[config.mk]
export PLATFORM = sky130hd
export DESIGN_NAME = execute_muldiv
export DESIGN_NICKNAME = d
export VERILOG_FILES = /design/src/rtl/muldiv_pkg.sv /design/src/rtl/div_restore_step.sv /design/src/rtl/execute_muldiv.sv
export SDC_FILE = /design/constraint.sdc
export NUM_CORES = 1
export LEC_CHECK = 0
export CAP_MARGIN = 15
export CORE_MARGIN = 2
export CORE_UTILIZATION = 45
export CTS_BUF_LIST = sky130_fd_sc_hd__clkbuf_8
export CTS_CLUSTER_DIAMETER = 200
export CTS_CLUSTER_SIZE = 12
export DETAILED_ROUTE_END_ITERATION = 10
export GPL_TIMING_DRIVEN = 0
export HOLD_SLACK_MARGIN = 0.12
export PLACE_DENSITY = 0.67
export REMOVE_ABC_BUFFERS = 1
export SLEW_MARGIN = 5
export SYNTH_ARGS = -nofsm -noshare
export SYNTH_HDL_FRONTEND = slang
export SYNTH_SLANG_ARGS = --single-unit
[constraint.sdc]
create_clock -name Clock -period 2.98 [get_ports Clock]
set_input_delay 0.596 -clock Clock [delete_from_list [all_inputs] [get_ports Clock]]
set_output_delay 0.596 -clock Clock [all_outputs]
set_load 0.01 [all_outputs]
[src/rtl/muldiv_pkg.sv]
// Shared encodings and sizing for the execute-stage multiply/divide unit.
// The DIV state exists only when MULDIV_DIV_EN is defined.
package muldiv_pkg;

    localparam int WIDTH = 32;
    localparam int ITER  = 32;
    localparam int CNT_W = $clog2(ITER);

    localparam logic [2:0] OP_MULT  = 3'b000;
    localparam logic [2:0] OP_MULTU = 3'b001;
    localparam logic [2:0] OP_DIV   = 3'b010;
    localparam logic [2:0] OP_DIVU  = 3'b011;
    localparam logic [2:0] OP_MTHI  = 3'b100;
    localparam logic [2:0] OP_MTLO  = 3'b101;

`ifdef MULDIV_DIV_EN
    typedef enum logic [1:0] {
        ST_IDLE  = 2'd0,
        ST_MUL   = 2'd1,
        ST_DIV   = 2'd2,
        ST_FIXUP = 2'd3
    } state_e;
`else
    typedef enum logic [1:0] {
        ST_IDLE  = 2'd0,
        ST_MUL   = 2'd1,
        ST_FIXUP = 2'd3
    } state_e;
`endif

    // Magnitude of a two's-complement operand; 0x80000000 maps to itself,
    // which is the correct unsigned magnitude.
    function automatic logic [WIDTH-1:0] abs_val(input logic [WIDTH-1:0] v,
                                                 input logic             is_signed);
        return (is_signed && v[WIDTH-1]) ? -v : v;
    endfunction

endpackage

[src/rtl/div_restore_step.sv]
// One restoring-division iteration: shift in the next dividend bit, trial-subtract
// the divisor, keep the difference when it does not borrow.
module div_restore_step
    import muldiv_pkg::*;
(
    input  logic [WIDTH-1:0] rem_i,
    input  logic             dividend_bit_i,
    input  logic [WIDTH-1:0] divisor_i,
    output logic [WIDTH-1:0] rem_o,
    output logic             q_bit_o
);

    logic [WIDTH:0] shifted;
    logic [WIDTH:0] diff;

    // rem_i < divisor_i always holds, so bit WIDTH of diff is exactly the borrow.
    assign shifted = {rem_i, dividend_bit_i};
    assign diff    = shifted - {1'b0, divisor_i};
    assign q_bit_o = ~diff[WIDTH];
    assign rem_o   = q_bit_o ? diff[WIDTH-1:0] : shifted[WIDTH-1:0];

endmodule

[src/rtl/execute_muldiv.sv]
// Iterative HI/LO multiply-divide unit for the execute stage (shift-add multiply,
// restoring divide). Divide support is compiled in only when MULDIV_DIV_EN is defined.
//   state    | meaning
//   ST_IDLE  | accepting Start; MTHI/MTLO and divide-by-zero complete here
//   ST_MUL   | 32 shift-add steps on operand magnitudes
//   ST_DIV   | 32 restoring-division steps (MULDIV_DIV_EN only)
//   ST_FIXUP | sign correction, HI/LO write, Done pulse
module execute_muldiv
    import muldiv_pkg::*;
(
    input  logic             Clock,
    input  logic             Reset,
    input  logic             Start,
    input  logic [2:0]       Op,
    input  logic [WIDTH-1:0] A,
    input  logic [WIDTH-1:0] B,
    output logic             Busy,
    output logic             Done,
    output logic             DivByZero,
    output logic [WIDTH-1:0] Hi,
    output logic [WIDTH-1:0] Lo
);

    state_e             state_q, state_d;
    logic [CNT_W-1:0]   cnt_q, cnt_d;
    logic [2*WIDTH-1:0] acc_q, acc_d;
    logic [WIDTH-1:0]   opnd_q, opnd_d;
    logic               neg_res_q, neg_res_d;
    logic [WIDTH-1:0]   hi_q, hi_d;
    logic [WIDTH-1:0]   lo_q, lo_d;
    logic               done_q, done_d;
`ifdef MULDIV_DIV_EN
    logic               is_div_q, is_div_d;
    logic               neg_rem_q, neg_rem_d;
    logic               dbz_q, dbz_d;
`endif

    logic               op_signed;
    logic [WIDTH:0]     mul_sum;
    logic [WIDTH-1:0]   step_rem;
    logic               step_qbit;

    assign op_signed = ~Op[0];
    assign mul_sum   = {1'b0, acc_q[2*WIDTH-1:WIDTH]} + {1'b0, opnd_q};

    // For divide, acc holds {partial remainder, dividend/quotient shift register}.
    div_restore_step u_step (
        .rem_i          (acc_q[2*WIDTH-1:WIDTH]),
        .dividend_bit_i (acc_q[WIDTH-1]),
        .divisor_i      (opnd_q),
        .rem_o          (step_rem),
        .q_bit_o        (step_qbit)
    );

`ifndef MULDIV_DIV_EN
    logic div_step_unused;
    assign div_step_unused = ^{step_rem, step_qbit};
`endif

    always_comb begin
        state_d   = state_q;
        cnt_d     = cnt_q;
        acc_d     = acc_q;
        opnd_d    = opnd_q;
        neg_res_d = neg_res_q;
        hi_d      = hi_q;
        lo_d      = lo_q;
        done_d    = 1'b0;
`ifdef MULDIV_DIV_EN
        is_div_d  = is_div_q;
        neg_rem_d = neg_rem_q;
        dbz_d     = 1'b0;
`endif
        case (state_q)
            ST_IDLE: begin
                if (Start) begin
                    case (Op)
                        OP_MULT, OP_MULTU: begin
                            acc_d     = {{WIDTH{1'b0}}, abs_val(B, op_signed)};
                            opnd_d    = abs_val(A, op_signed);
                            neg_res_d = op_signed & (A[WIDTH-1] ^ B[WIDTH-1]);
                            cnt_d     = CNT_W'(ITER - 1);
                            state_d   = ST_MUL;
`ifdef MULDIV_DIV_EN
                            is_div_d  = 1'b0;
`endif
                        end
`ifdef MULDIV_DIV_EN
                        OP_DIV, OP_DIVU: begin
                            if (B == '0) begin
                                done_d = 1'b1;
                                dbz_d  = 1'b1;
                            end else begin
                                acc_d     = {{WIDTH{1'b0}}, abs_val(A, op_signed)};
                                opnd_d    = abs_val(B, op_signed);
                                neg_res_d = op_signed & (A[WIDTH-1] ^ B[WIDTH-1]);
                                neg_rem_d = op_signed & A[WIDTH-1];
                                cnt_d     = CNT_W'(ITER - 1);
                                is_div_d  = 1'b1;
                                state_d   = ST_DIV;
                            end
                        end
`endif
                        OP_MTHI: begin
                            hi_d   = A;
                            done_d = 1'b1;
                        end
                        OP_MTLO: begin
                            lo_d   = A;
                            done_d = 1'b1;
                        end
                        default: ;
                    endcase
                end
            end
            ST_MUL: begin
                acc_d = acc_q[0] ? {mul_sum, acc_q[WIDTH-1:1]}
                                 : {1'b0, acc_q[2*WIDTH-1:1]};
                cnt_d = cnt_q - 1'b1;
                if (cnt_q == '0) state_d = ST_FIXUP;
            end
`ifdef MULDIV_DIV_EN
            ST_DIV: begin
                acc_d = {step_rem, acc_q[WIDTH-2:0], step_qbit};
                cnt_d = cnt_q - 1'b1;
                if (cnt_q == '0) state_d = ST_FIXUP;
            end
`endif
            ST_FIXUP: begin
`ifdef MULDIV_DIV_EN
                if (is_div_q) begin
                    lo_d = neg_res_q ? -acc_q[WIDTH-1:0] : acc_q[WIDTH-1:0];
                    hi_d = neg_rem_q ? -acc_q[2*WIDTH-1:WIDTH] : acc_q[2*WIDTH-1:WIDTH];
                end else begin
                    {hi_d, lo_d} = neg_res_q ? -acc_q : acc_q;
                end
`else
                {hi_d, lo_d} = neg_res_q ? -acc_q : acc_q;
`endif
                done_d  = 1'b1;
                state_d = ST_IDLE;
            end
            default: state_d = ST_IDLE;
        endcase
    end

    always_ff @(posedge Clock) begin
        if (!Reset) begin
            state_q   <= ST_IDLE;
            cnt_q     <= '0;
            acc_q     <= '0;
            opnd_q    <= '0;
            neg_res_q <= 1'b0;
            hi_q      <= '0;
            lo_q      <= '0;
            done_q    <= 1'b0;
`ifdef MULDIV_DIV_EN
            is_div_q  <= 1'b0;
            neg_rem_q <= 1'b0;
            dbz_q     <= 1'b0;
`endif
        end else begin
            state_q   <= state_d;
            cnt_q     <= cnt_d;
            acc_q     <= acc_d;
            opnd_q    <= opnd_d;
            neg_res_q <= neg_res_d;
            hi_q      <= hi_d;
            lo_q      <= lo_d;
            done_q    <= done_d;
`ifdef MULDIV_DIV_EN
            is_div_q  <= is_div_d;
            neg_rem_q <= neg_rem_d;
            dbz_q     <= dbz_d;
`endif
        end
    end

    assign Busy = (state_q != ST_IDLE);
    assign Done = done_q;
    assign Hi   = hi_q;
    assign Lo   = lo_q;
`ifdef MULDIV_DIV_EN
    assign DivByZero = dbz_q;
`else
    assign DivByZero = 1'b0;
`endif

endmodule

**Word level (Yosys, flattened, before mapping)**

Cells that the tools add are included.

- Bits of input ports: 70
- Flip-flop bits (word level): 169
- Output and inout port bits: 67
- Word-level logic and storage cells: 64

- Eq/ne operators: 10
- Reductions and logical operators: 15
- Bitwise logic cells: 3
- Add/subtract/negate cells: 5
- Mux-type cells: 23

Operators by type and width:

| kind | number |
|---|---|
| $mux 64 | 4 |
| $mux 32 | 6 |
| $pmux 32 s2 | 2 |
| $pmux 64 s2 | 1 |
| $neg 32->32 | 2 |
| $neg 64->64 | 1 |
| $add 32x32->33 | 1 |
| $reduce_and 3->1 | 5 |
| $mux 5 | 2 |
| $pmux 5 s2 | 1 |
| $eq 3x3->1 const B | 2 |
| $mux 2 | 3 |
| $ne 2x1->1 const B | 3 |
| $reduce_bool 2->1 | 3 |
| $logic_not 5->1 | 1 |
| $sub 5x1->5 const B | 1 |
| $ne 2x2->1 const B | 2 |
| $pmux 2 s2 | 1 |
| $reduce_or 2->1 | 2 |
| $eq 3x1->1 const B | 1 |
| $logic_not 3->1 | 1 |
| $eq 2x1->1 const B | 1 |
| $eq 2x2->1 const B | 1 |
| $logic_and 1x1->1 | 2 |
| other kinds (6) | 7 |

**Depth between registers and ports, before layout**

- Depth after elaboration: 6
- Mapped depth: 12
- Depth with buffers taken out: 12

**Least setup slack after synthesis**

OpenSTA, ideal clock, no wires.

- Path type: reg2reg
- Start: register acc_q[48]
- End: register acc_q[57]
- Clock period less this slack: 2700 ps
- Data required time: 2841 ps
- Path buffers: 0
- Setup slack: 280 ps
- Library setup time: 139 ps
- Cell stages (with the launch flop): 10
- Arrival time: 2561 ps
- Path through: dfxtp_1 > ha_1 > and2_1 > and3_1 > a221o_1 > o41ai_1 > o21ai_0 > a21oi_1 > xor2_1 > a31oi_1

- Longest elaborated chain between the ends: 3

Ends and longest elaborated chain:

| element | RTL line | text |
|---|---|---|
| start: declaration | execute_muldiv.sv:26 | `logic [2*WIDTH-1:0] acc_q, acc_d;` |
| start signal: assignment | execute_muldiv.sv:151 | `acc_q <= '0;` |
| start signal: assignment | execute_muldiv.sv:165 | `acc_q <= acc_d;` |
| $add 32x32->33 | execute_muldiv.sv:44 | `assign mul_sum = {1'b0, acc_q[2*WIDTH-1:WIDTH]} + {1'b0, opnd_q};` |
| $mux 64 | execute_muldiv.sv:117 | `acc_d = acc_q[0] ? {mul_sum, acc_q[WIDTH-1:1]}` |
| $pmux 64 s2 | execute_muldiv.sv:74 | `case (state_q)` |

No other way between the ends.
A chain may end at the register's enable or synchronous reset.

**Worst setup path in the final report**

- Start: input port B[3]
- End: register acc_q[29]

- Longest elaborated chain between the ends: 5

Ends and longest elaborated chain:

| element | RTL line | text |
|---|---|---|
| start: declaration | execute_muldiv.sv:16 | `input logic [WIDTH-1:0] B,` |
| $neg 32->32 | muldiv_pkg.sv:35 | `return (is_signed && v[WIDTH-1]) ? -v : v;` |
| $mux 32 | muldiv_pkg.sv:35 |  |
| $mux 64 | execute_muldiv.sv:77 | `case (Op)` |
| $mux 64 | execute_muldiv.sv:76 | `if (Start) begin` |
| $pmux 64 s2 | execute_muldiv.sv:74 |  |

No other way between the ends. The select of a mux whose other input is x is not followed.

==> metrics <==
synth-to-layout area growth=21.5%; Sink Count=~170; clk root buf=clkbuf_8; footprint of the multi-input gates=7580 µm²; critical path endpoint category=register; placed cell count=1836; Area after DPL=12800 µm²; switching share of power=0.427; fmax=approximately 340 MHz; final design utilization=0.558; combinational share of power=0.410; CTS tree=done; clock period minus worst slack=2.92 ns; synthesized netlist cell count=1463; H-Tree Depth=4; via count=11300; crit path cell chain=clkdlybuf4s50_1, or3_1, or4_1, nor2b_2, nand2_1, nor2_1, a21oi_1, xnor2_1, a221oi_1; HP Class=register to register; Clk pwr share=0.222; Detail Route Antenna Nets=0; R2R setup slack=0.12 ns; status=finished, final reports clean; period utilisation layout=0.981; CTS Hold Bufs=0; PwrDens=558 nW/µm²; Sequential cell area=3400 µm²; final instance area=13600 µm²; core area=about 24000 µm²; number of fillers in the final layout=2322; CTS buffer count=17; gr usage total=0.270; full die area=26200 µm²; register clock-pin slew on the reported worst setup and hold paths=between 0.1 and 0.15 ns; Pint=4.36 mW; top-level I/O count=137; Mapped Area=about 11000 µm²; I/O Buffers=between 100 and 150; Rel. slew slack=0.322; row count=57; largest net degree at the start of global routing=96; Initial Utilization=0.460; CP Data Required Time=3.37 ns; final std cells w/o fill=roughly 1900; Yosys Warn Count=0; worst skew pair latency=0.50 ns; Max FO, Critical Path=5; hold path cells=2; grt total ovfl=0; Pins Over Slew Limit=0; vias in the first global route=10400; First-pass DRT Iterations=6; Final nets=roughly 1700; Worst-Margin Slew=~1.0 ns; Syn Area/Cell=7.66 µm²; Seq pwr share=0.368; clock skew=0.0206 ns; reg-to-reg startpoint=acc_q[35]; Max Cap Violations=0; net switching power=3.24 mW; drt wl/cell=about 19 µm; post-DR vias/cell=between 5 and 6; CTS Buffer Depth=2; RR Endpoint=acc_q[62]; post-route DRC violation count=0; ys flop type=dfxtp_1; RSZ-0062 raised after global routing=yes; end of the critical path=acc_q[29]; Distinct cells, synth=73; startpoint types=input port; CP max stage cell=or4_1; #FFs+latches synth=169; crit path kind=input port to register; endpoints failing setup=0; final WL=36300 µm; first-pass GRT wire length=56300 µm; r2r worst-path depth=10; post-synthesis sequential area ratio=0.302; initial antenna violation count=1; slowest cell delay on critical path=0.55 ns; CP arrival=between 3 and 4 ns; RePlAce Congestion=about 0.9; layout cells sized above 1=0.0888; EDFF count, synth=0; Async SR Flop Fraction=0; DR iter-0 viols=1040; Pleak=5.05 nW; die height=162 µm; final hold violation count=0; Max VDD drop=a little under 0.3 mV; Final HPWL DP=roughly 25000 µm; Die X=162 µm; Critical Path Source=B[3]
## cell usage after synthesis, types with 16 or more instances
master	number	area [µm²]
nor2_1	216	811
clkbuf_1	79	297
dfxtp_1	169	3380
or3_1	16	100
nand3_1	31	155
a21oi_1	141	706
nor3_1	23	115
nand2_1	132	495
xnor2_1	41	359
o22ai_1	18	113
xor2_1	98	858
a211oi_1	77	578
ha_1	40	500
o21ai_0	91	455
o31ai_1	19	143
inv_1	24	90.1
## power by group through the flow
stage / logic (mW) / clock network [mW] / registers (mW)
floorplan: 1.68 / 0 / 2.77
global placement: 2.58 / 0 / 2.82
detailed placement: 2.70 / 0 / 2.82
CTS: 2.91 / 1.69 / 2.78
global route: 3.36 / 1.80 / 2.83
finish: 3.12 / 1.69 / 2.80
## registers in the layout, summed over array words and instances, names as in the netlist
register / cells
Lo: 32
cnt_q: 5
state_q: 2
Hi: 32
Done: 1
acc_q: 64
neg_res_q: 1
opnd_q: 32
## layer usage
metal  vias to the layer above  routed length (µm)  global-route usage
li1                       5472                   -                   -
met1                      5393               15800               0.366
met2                       402               17400               0.450
met3                        64                2260              0.0350
met4                         0                 856              0.0796
met5                         -                   0                   0
## cells in the final DEF (no fill, tap or decap), types with 10 or more instances in the layout
cell type | synthesis | layout
a211oi_1 | 77 | 74
a21o_1 | 12 | 12
a21oi_1 | 141 | 139
a22oi_1 | 15 | 15
a31oi_1 | 14 | 13
buf_4 | 2 | 19
clkbuf_8 | 7 | 18
clkdlybuf4s50_1 | 0 | 133
dfxtp_1 | 169 | 160
ha_1 | 40 | 37
inv_1 | 24 | 22
mux2i_1 | 15 | 15
nand2_1 | 132 | 130
nand2b_1 | 15 | 13
nand3_1 | 31 | 29
nor2_1 | 216 | 211
nor2b_1 | 13 | 11
nor3_1 | 23 | 22
o21ai_0 | 91 | 85
o22ai_1 | 18 | 18
o31ai_1 | 19 | 18
or3_1 | 16 | 16
or4_1 | 12 | 10
xnor2_1 | 41 | 41
xor2_1 | 98 | 98
## metrics by stage
step	worst slack, ns	setup TNS, ns	hold WS, ns	power (mW)
after floorplan	-1.92	-158.68	0.436	4.45
after global placement	-5.62	-730.43	0.443	5.40
after detailed placement	-1.90	-61.55	0.454	5.52
after CTS	-0.0590	-0.0590	0.469	7.39
after global routing	-0.0538	-0.255	0.493	7.99
final	0.0581	0	0.464	7.60
## worst min-delay path by stage
stage	startpoint	end	slack [ns]
6_report	Hi[15]	Hi[15]	0.46
5_1_grt	Hi[15]	Hi[15]	0.49
4_1_cts	Hi[15]	Hi[15]	0.47
3_5_place_dp	Hi[15]	Hi[15]	0.45
3_3_place_gp	Hi[15]	Hi[15]	0.44
2_1_floorplan	opnd_q[16]	opnd_q[16]	0.44
## area by class of cell
| type | count | share of cell area |
|---|---|---|
| well taps | 324 | 0.0298 |
| clock inverters | 14 | 0.00937 |
| flip-flops and latches | 169 | 0.249 |
| diodes | 1 | 0.000184 |
| multi-input cells | 1174 | 0.557 |
| inverters | 25 | 0.00772 |
| repair buffers | 165 | 0.128 |
| clock buffers | 18 | 0.0182 |
## worst max-delay path: cells and delay by family
| kind | cells | cell delay (ns) |
|---|---|---|
| AOI/OAI and AO/OA | 2 | 0.40 |
| buffers and inverters | 1 | 0.46 |
| and+or+nand+nor | 5 | 1.70 |
| xor gates and xnor gates | 1 | 0.16 |
## cells by family (layout without fill, tap and decap cells)
| family | count (synthesis) | after routing | share of synthesized area |
|---|---|---|---|
| simple gates | 508 | 509 | 0.209 |
| compound gates | 468 | 469 | 0.270 |
| flops | 169 | 169 | 0.302 |
| xor+xnor | 139 | 139 | 0.109 |
| buf+inv | 122 | 222 | 0.0509 |
| fa+ha+maj | 41 | 41 | 0.0464 |
| mux | 15 | 15 | 0.0134 |
| other cells | 1 | 2 | 0.000335 |
## what timing repair did
| action | CTS | global route |
|---|---|---|
| hold endpoints to repair | 0 | 0 |
| gates resized for setup | 33 | 33 |
| gates cloned | 1 | 1 |
| endpoints found under the setup margin | 72 | 61 |
| setup buffers | 10 | 9 |
| pin swaps | 10 | 13 |
Power figures use the tool's default switching activity.
